==> src/rtl/reg_write_arbiter_if.sv <==
// reg_write_arbiter_if: request/grant and shared-register bus between two requesters and the arbiter.
interface reg_write_arbiter_if #(
  parameter int WIDTH = 4,
  parameter int CNT_W = 8
);
  logic             req0;
  logic             req1;
  logic [WIDTH-1:0] data0;
  logic [WIDTH-1:0] data1;
  logic             gnt0;
  logic             gnt1;
  logic             en;
  logic             busy;
  logic [WIDTH-1:0] d;
  logic [WIDTH-1:0] q;
  logic [CNT_W-1:0] wr_count;
  modport master (
    output req0, req1, data0, data1,
    input  gnt0, gnt1, en, busy, d, q, wr_count
  );
  modport slave (
    input  req0, req1, data0, data1,
    output gnt0, gnt1, en, busy, d, q, wr_count
  );
endinterface

==> src/rtl/reg_write_arbiter.sv <==
// reg_write_arbiter: round-robin arbiter granting one of two requesters a single-cycle write
// into an internal shared enable-D register, with a completed-write counter.
module reg_write_arbiter #(
  parameter int WIDTH = 4,
  parameter int CNT_W = 8
) (
  input logic               clk,
  input logic               rst_n,
  reg_write_arbiter_if.slave bus
);
  typedef enum logic {IDLE, WRITE} state_t;
  state_t           state_q, state_d;
  logic             sel_q, sel_d;
  logic             last_q, last_d;
  logic [WIDTH-1:0] d_q, d_d;
  logic [WIDTH-1:0] q_q, q_d;
  logic [CNT_W-1:0] cnt_q, cnt_d;
  logic             any_req;
  assign any_req = bus.req0 | bus.req1;
  always_ff @(posedge clk or negedge rst_n) begin
    if (!rst_n) state_q <= IDLE;
    else        state_q <= state_d;
  end
  always_comb state_d = (state_q == IDLE && any_req) ? WRITE : IDLE;
  // last resets to 1 so requester 0 wins the first contention
  always_ff @(posedge clk or negedge rst_n) begin
    if (!rst_n) begin
      sel_q  <= 1'b0;
      last_q <= 1'b1;
      d_q    <= '0;
      q_q    <= '0;
      cnt_q  <= '0;
    end else begin
      sel_q  <= sel_d;
      last_q <= last_d;
      d_q    <= d_d;
      q_q    <= q_d;
      cnt_q  <= cnt_d;
    end
  end
  // d_q is cleared on leaving WRITE so the d output reads 0 in IDLE
  always_comb begin
    sel_d  = sel_q;
    last_d = last_q;
    d_d    = d_q;
    q_d    = q_q;
    cnt_d  = cnt_q;
    if (state_q == IDLE && any_req) begin
      sel_d = bus.req1 & (~bus.req0 | ~last_q);
      d_d   = sel_d ? bus.data1 : bus.data0;
    end
    if (state_q == WRITE) begin
      q_d    = d_q;
      cnt_d  = CNT_W'(cnt_q + 1'b1);
      last_d = sel_q;
      d_d    = '0;
    end
  end
  always_comb begin
    bus.en       = (state_q == WRITE);
    bus.busy     = bus.en;
    bus.gnt0     = bus.en & ~sel_q;
    bus.gnt1     = bus.en & sel_q;
    bus.d        = d_q;
    bus.q        = q_q;
    bus.wr_count = cnt_q;
  end
endmodule

==> src/flat_wrapper.sv <==
// flat-port wrapper written by rule: the top's interface ports become plain ports
module reg_write_arbiter_flat 
#(
  parameter int WIDTH = 4,
  parameter int CNT_W = 8
)
  (clk, rst_n, bus_req0, bus_req1, bus_data0, bus_data1, bus_gnt0, bus_gnt1, bus_en, bus_busy, bus_d, bus_q, bus_wr_count);
  reg_write_arbiter_if #(.WIDTH(WIDTH), .CNT_W(CNT_W)) bus_i ();
  input logic clk;
  input logic rst_n;
  input wire logic [$bits(bus_i.req0)-1:0] bus_req0;
  input wire logic [$bits(bus_i.req1)-1:0] bus_req1;
  input wire logic [$bits(bus_i.data0)-1:0] bus_data0;
  input wire logic [$bits(bus_i.data1)-1:0] bus_data1;
  output wire logic [$bits(bus_i.gnt0)-1:0] bus_gnt0;
  output wire logic [$bits(bus_i.gnt1)-1:0] bus_gnt1;
  output wire logic [$bits(bus_i.en)-1:0] bus_en;
  output wire logic [$bits(bus_i.busy)-1:0] bus_busy;
  output wire logic [$bits(bus_i.d)-1:0] bus_d;
  output wire logic [$bits(bus_i.q)-1:0] bus_q;
  output wire logic [$bits(bus_i.wr_count)-1:0] bus_wr_count;
  assign bus_i.req0 = bus_req0;
  assign bus_i.req1 = bus_req1;
  assign bus_i.data0 = bus_data0;
  assign bus_i.data1 = bus_data1;
  assign bus_gnt0 = bus_i.gnt0;
  assign bus_gnt1 = bus_i.gnt1;
  assign bus_en = bus_i.en;
  assign bus_busy = bus_i.busy;
  assign bus_d = bus_i.d;
  assign bus_q = bus_i.q;
  assign bus_wr_count = bus_i.wr_count;
  reg_write_arbiter #(.WIDTH(WIDTH), .CNT_W(CNT_W)) u_core (.clk(clk), .rst_n(rst_n), .bus(bus_i));
endmodule
==> config.mk <==
export PLATFORM = sky130hd
export DESIGN_NAME = reg_write_arbiter_flat
export DESIGN_NICKNAME = d
export VERILOG_FILES = /design/src/rtl/reg_write_arbiter_if.sv /design/src/rtl/reg_write_arbiter.sv /design/src/flat_wrapper.sv
export SDC_FILE = /design/constraint.sdc
export NUM_CORES = 1
export LEC_CHECK = 0
export ABC_AREA = 1
export ABC_CLOCK_PERIOD_IN_PS = 1350
export CORE_UTILIZATION = 43
export CTS_CLUSTER_DIAMETER = 200
export CTS_CLUSTER_SIZE = 8
export DETAILED_ROUTE_END_ITERATION = 10
export MAX_ROUTING_LAYER = met4
export PLACE_DENSITY_LB_ADDON = 0.05
export SYNTH_ARGS = -nofsm -noshare
export SYNTH_HDL_FRONTEND = slang
export SYNTH_SLANG_ARGS = --single-unit
==> constraint.sdc <==
create_clock -name clk -period 1.35 [get_ports clk]
set_input_delay 0.2025 -clock clk [delete_from_list [all_inputs] [get_ports clk]]
set_output_delay 0.2025 -clock clk [all_outputs]
set_load 0.02 [all_outputs]
==> results of run 1 <==
worst register-to-register path, delay by kind of cell (launching register included):
| family | cells | cell delay, ps |
|---|---|---|
| buffers and inverters | 2 | 250 |
| flip-flops | 1 | 410 |
| AND/OR/NAND/NOR | 5 | 480 |
cells in the final DEF (no fill, tap or decap), types with 2 or more instances in the layout:
master,netlist,final
nand2_1,48,48
xor2_1,3,3
nand3b_1,2,2
o21ai_0,2,2
dlygate4sd2_1,0,15
buf_4,1,10
nor2_2,2,4
nor2_1,5,3
inv_1,16,16
dfrtp_1,18,18
clkdlybuf4s50_1,0,11
buf_2,1,4
nand3_1,10,10
clkbuf_4,0,3
how the worst max path moves through the flow:
stage,from,endpoint,slack [ps]
6_report,u_core.bus.wr_count[0]$_DFFE_PN0P_,bus_wr_count[0],70
5_1_grt,u_core.bus.wr_count[2]$_DFFE_PN0P_,bus_wr_count[2],9
4_1_cts,u_core.bus.busy$_DFF_PN0_,bus_busy,8
3_5_place_dp,u_core.bus.busy$_DFF_PN0_,bus_gnt0,4
3_3_place_gp,u_core.bus.busy$_DFF_PN0_,bus_busy,20
2_1_floorplan,u_core.bus.busy$_DFF_PN0_,bus_gnt0,50
cell type report:
class | count | area (µm²) | share of cell area (%)
timing repair buffer | 41 | 346.6 | 26.97
clock buffer | 4 | 26.28 | 2.045
multi-input combinational | 75 | 341.6 | 26.58
inverter | 16 | 60.06 | 4.674
sequential | 19 | 476.7 | 37.10
tap | 27 | 33.78 | 2.629
logic make-up after synthesis:
| group | share of synthesized area (%) |
|---|---|
| adder cells (fa/ha/maj) | 1.412 |
| XOR/XNOR | 2.967 |
| AO/OA/AOI/OAI | 1.130 |
| flip-flops | 53.81 |
| AND/OR/NAND/NOR | 32.49 |
| buffers and inverters | 8.192 |
flip-flops by register name (all words and copies together), names as in the netlist:
register,cells
u_core.bus.q,4
u_core.bus.busy,1
u_core.sel_q,1
u_core.bus.d,4
u_core.bus.wr_count,8
u_core.last_q,1
power breakdown:
| part | internal (mW) | leakage, nW | switching (mW) |
|---|---|---|---|
| registers | 0.724 | 0.239 | 0.128 |
| clock network | 0.115 | 0.0150 | 0.164 |
| logic | 0.336 | 0.482 | 0.480 |
per-layer routing:
layer	vias up	part of all wire, %	track usage [%]
li1	427	-	-
met1	377	41	21.79
met2	19	54	35.62
met3	2	3.7	3.462
met4	0	1.2	8.571
met5	-	0	-
through the flow:
stage | cell area [µm²] | cells
4_1_cts | 1306 | 182
5_1_grt | 1285 | 182
3_5_place_dp | 1295 | 178
2_1_floorplan | 888.4 | 112
3_3_place_gp | 1295 | 178
6_report | 1285 | 182
==> out/qor.txt, run 1 <==
Mapped Cells -> 112
CTS tree -> done
PortBufs -> 31
DR pass1 iterations -> 4
Core footprint -> 1942 µm²
Most frequent cell after synthesis -> nand2_1
Arrival time worst endpoint -> 1070 ps
Fin. Hold Viols -> 0
R2r endpoint -> u_core.bus.wr_count[5]$_DFFE_PN0P_
Site Rows -> 16
Synth area leaders -> dfrtp_1, nand2_1, inv_1, nand3_1, dfstp_2
GRT Overall Usage -> 20.12%
CP Launch Type -> register
Largest net degree at the start of global routing -> 20
Least-Margin Pin Slew -> 246.1 ps
Final Max Tran Viols -> 0
Worst Hold Class -> input pin to asynchronous set/reset pin
Final worst slack -> 74.35 ps
Clk_lat worst skew -> 290 ps
Mapped Avg Cell Area -> 7.909 µm²
Post-synth EDFFs -> 0
Pwr Density -> 1515 nW/µm²
Crit path cell chain -> dlygate4sd2_1
Unique masters post-synth -> 15
Max-cap violations -> 0
Worst path slowest cell -> dfrtp_1
Hpwl dp -> 1534 µm
Unrepaired setup endpoints after global routing -> false
Status -> completed
Worst Reg-to-Reg Cells -> 7
Async SR Flop Fraction -> 100.0%
Lkg Pwr -> 0.7360 nW
Post-synth top flop -> dfrtp_1
Synthesized area -> 885.9 µm²
Die area -> 2246 µm²
Fmax -> 0.7839 GHz
CP Depth -> 1
Internal reg-to-reg setup slack -> 110 ps
Setup CP Type -> register to output port
Die Width -> 47.39 µm
DR iter-0 viols -> 7
# DRC -> 0
P&R area growth vs syn -> 45.06%
Synth Register Bits -> 19
Vias -> 825
Post-route ant nets -> 0
First-pass GRT wire length -> 2946 µm
Crit-path max FO -> 4
Slew HR -> 83.59%
I/O pin count -> 32
Power, Total -> 1.947 mW
Largest area contributor in the netlist -> dfrtp_1
Post_cts resized -> 28
Most instantiated cells after synthesis -> nand2_1, dfrtp_1, inv_1
Fin util -> 66.17%
Nets -> 169
Post-synthesis net count -> 125
GRT overflow -> 0
Worst setup EP type -> output port
Clk pin slew, worst setup/hold paths -> 100 ps
Total Wirelength -> 1849 µm
GP Congestion -> 0.7803
Worst endpoint required time -> 1150 ps
Num CTS Buffers -> 3
Reg2Reg Launch Point -> u_core.bus.busy$_DFF_PN0_
Fillers -> 191
Root buf cell -> clkbuf_4
# diodes -> 0
Num Clock Sinks -> 19
Average vias per placed instance -> 4.533
Share of the synthesized area in the top cell type -> 50.85%
Minimum clock period after layout -> 1276 ps
VDD IR-drop max -> 0.0007156 V
Die Y -> 47.39 µm
Sequential share of the synthesized area -> 53.81%
Final setup vio count -> 0
Hold slack final -> 236.8 ps
Initial antenna violation count -> 0
Vias in the first global route -> 714
Setup TNS -> 0 ps
Routed len/inst -> 10.16 µm
CTS H-tree lvls -> 1
Hold buffers post-CTS -> 0
Period utilization -> 94.49%
Ys Warns -> 0
Clk buf depth -> 2
Crit path buf inv count -> 1
Top delay family on crit path -> flip-flops
Setup Buffers After CTS -> 0
Fraction of layout cells with a size suffix above 1 -> 14.19%
Layout Skew -> 4.904 ps
Initial Utilization -> 45.62%
Worst path max stage delay -> 420 ps
DP Worst Slack -> 3.947 ps
Power figures use the tool's default switching activity.
==> inputs of run 2 (changes only) <==
--- a/config.mk
+++ b/config.mk
@@ -5,14 +5,15 @@
 export SDC_FILE = /design/constraint.sdc
 export NUM_CORES = 1
 export LEC_CHECK = 0
-export ABC_AREA = 1
 export ABC_CLOCK_PERIOD_IN_PS = 1350
-export CORE_UTILIZATION = 43
+export CORE_UTILIZATION = 45
+export CTS_BUF_LIST = sky130_fd_sc_hd__clkbuf_4 sky130_fd_sc_hd__clkbuf_8
 export CTS_CLUSTER_DIAMETER = 200
 export CTS_CLUSTER_SIZE = 8
 export DETAILED_ROUTE_END_ITERATION = 10
 export MAX_ROUTING_LAYER = met4
 export PLACE_DENSITY_LB_ADDON = 0.05
+export SLEW_MARGIN = 30
 export SYNTH_ARGS = -nofsm -noshare
 export SYNTH_HDL_FRONTEND = slang
 export SYNTH_SLANG_ARGS = --single-unit
==> out/qor.txt, run 2 <==
CTS tree -> done
Routed len/inst -> 12.43 µm
Clock Power Share -> 15.3%
Placed cell area -> 1227 µm²
DR pass1 iterations -> 2
I/O pin count -> 32
Core footprint -> 1764 µm²
Internal power -> 1.275 mW
PortBufs -> 31
Largest area contributor in the netlist -> dfrtp_1
Total Wirelength -> 1603 µm
Clk buf depth -> 2
Arrival time worst endpoint -> 1070 ps
Power, Total -> 2.037 mW
Post-synth top flop -> dfrtp_1
Die Width -> 45.68 µm
Most frequent cells in the layout -> dfrtp_1, dlygate4sd2_1, clkdlybuf4s50_1
Root buf cell -> clkbuf_4
Layout Skew -> 3.482 ps
Vias -> 627
Lkg Pwr -> 0.5973 nW
Most instantiated cells after synthesis -> dfrtp_1, nor2_1, mux2_2
Sequential share of the synthesized area -> 55.54%
CP Launch Type -> register
First-pass GRT wire length -> 2649 µm
Final setup vio count -> 0
Mapped Cells -> 67
Initial Utilization -> 48.65%
Final Cell Area -> 1217 µm²
Die area -> 2086 µm²
# diodes -> 0
Unique masters post-synth -> 21
DR iter-0 viols -> 6
Least-Margin Pin Slew -> 321.5 ps
Vias in the first global route -> 589
Combinational Power Share -> 41.6%
Crit path cell chain -> and2_1, buf_2
GP Congestion -> 0.7915
Num Clock Sinks -> 19
Ys Warns -> 0
Sw Share -> 37.40%
Final Max Tran Viols -> 0
VDD IR-drop max -> 0.001334 V
Share of the synthesized area in the top cell type -> 52.48%
Worst path slowest cell -> dfrtp_1
Worst endpoint required time -> 1150 ps
Initial antenna violation count -> 0
Synth area leaders -> dfrtp_1, mux2_2, a211oi_2, mux2i_1, xnor2_1
Synth Register Bits -> 19
Worst setup EP type -> output port
Status -> completed
Commonest non-fill, non-tap cell in the layout -> dfrtp_1
Period utilization -> 94.27%
GRT Overall Usage -> 18.50%
Nets -> 118
Fmax -> 0.7858 GHz
Worst path max stage delay -> 440 ps
Setup Buffers After CTS -> 0
Max-cap violations -> 0
P&R area growth vs syn -> 41.84%
Unrepaired setup endpoints after global routing -> false
Pwr Density -> 1674 nW/µm²
Synthesized area -> 858.3 µm²
Largest net degree at the start of global routing -> 20
CTS H-tree lvls -> 1
Hpwl dp -> 1164 µm
GRT overflow -> 0
Fillers -> 164
Most frequent cell after synthesis -> dfrtp_1
Num CTS Buffers -> 3
Crit-path max FO -> 4
Site Rows -> 15
Part of the power in registers -> 43.2%
Setup CP Type -> register to output port
Slew HR -> 78.57%
Minimum clock period after layout -> 1273 ps
Internal reg-to-reg setup slack -> 190 ps
Fraction of layout cells with a size suffix above 1 -> 26.92%
Max reg flops -> 8
Die Y -> 45.68 µm
Clk pin slew, worst setup/hold paths -> 110 ps
Post-route ant nets -> 0
Fin. Hold Viols -> 0
# DRC -> 0
Mapped Avg Cell Area -> 12.81 µm²
Worst Hold Class -> input pin to asynchronous set/reset pin
Post-synth EDFFs -> 0
Post-synthesis net count -> 80
Clk_lat worst skew -> 300 ps
NetSw -> 0.7621 mW
Average vias per placed instance -> 4.860
Async SR Flop Fraction -> 100.0%
Setup TNS -> 0 ps
## run 2: changes by cell type in the layout (fill, tap and decap cells not counted), sizes merged, moves of 2 or more
cell    previous run  this run
inv               16         0
nand4              1         3
nand3b             2         0
mux2i              0         4
nand2             48         4
xnor2              0         4
buf               14        10
a211oi             0         4
mux2               0         6
nand3             10         0
## run 2: cell families (layout without fill, tap and decap cells)
family / Yosys count / count (layout) / synth area share (%)
AOI/OAI and AO/OA: 6 / 6 / 8.600
muxes: 10 / 10 / 12.54
adders and majority gates: 1 / 1 / 1.457
DFF: 19 / 19 / 55.54
xor gates and xnor gates: 7 / 7 / 7.143
buffers and inverters: 4 / 41 / 2.915
and+or+nand+nor: 20 / 20 / 11.81
## run 2: power by group through the flow
stage               combinational [mW]  sequential (mW)  clock [mW]
global placement                 0.958            0.891           0
detailed placement               0.968            0.898           0
global route                     0.910            0.908       0.329
finish                           0.847            0.880       0.311
floorplan                        0.305             1.08           0
CTS                              0.867            0.883       0.320
## run 2: timing repair
action                                  4_1_cts  5_1_grt
pin swaps                                     0        0
gates resized for setup                      29        3
endpoints found under the setup margin       20        3
hold buffers                                  0        0
## run 2: layout make-up
cell class              instances  area [µm²]  area share [%]
repair buffers                 37       315.3           25.90
clock buffers                   4       30.03           2.467
multi-input cells              44       364.1           29.91
flip-flops and latches         19       476.7           39.16
well taps                      25       31.28           2.569
## run 2: metrics by stage
| step | utilization (%) | worst slack (ps) | cells | hold slack [ps] |
|---|---|---|---|---|
| after floorplan | - | 10.64 | 67 | -93.09 |
| after global placement | 69.57 | -110.6 | 125 | 455.2 |
| after detailed placement | 69.57 | -150.5 | 125 | 468.2 |
| after CTS | 70.07 | 15.62 | 129 | 238.2 |
| after global routing | 69.01 | 36.49 | 129 | 266.8 |
| final | 69.01 | 77.33 | 129 | 230.3 |
## run 2: path summary, 6_finish.rpt
kind	start	endpoint	cells after the start
worst min register to register	u_core.bus.wr_count[7]$_DFFE_PN0P_	u_core.bus.wr_count[7]$_DFFE_PN0P_	1
worst max-delay path	u_core.sel_q$_DFFE_PN0P_	bus_gnt1	2
worst max register to register	u_core.bus.busy$_DFF_PN0_	u_core.bus.wr_count[7]$_DFFE_PN0P_	4
min in group clk	u_core.bus.wr_count[7]$_DFFE_PN0P_	u_core.bus.wr_count[7]$_DFFE_PN0P_	1
worst min-delay path	rst_n	u_core.bus.wr_count[6]$_DFFE_PN0P_	2
max in group asynchronous	rst_n	u_core.last_q$_DFFE_PN1P_	2
## run 2: critical path: cells and delay by family (launching register included)
family	cells	cell delay, ps
buf+inv	1	150
flops	1	440
simple gates	1	180
## run 2: layer usage
layer  track usage (%)  share of wire [%]
met2             28.57                 48
met5                 -                  0
met1             24.62                 48
met3             2.381                3.7
met4             7.273                1.1
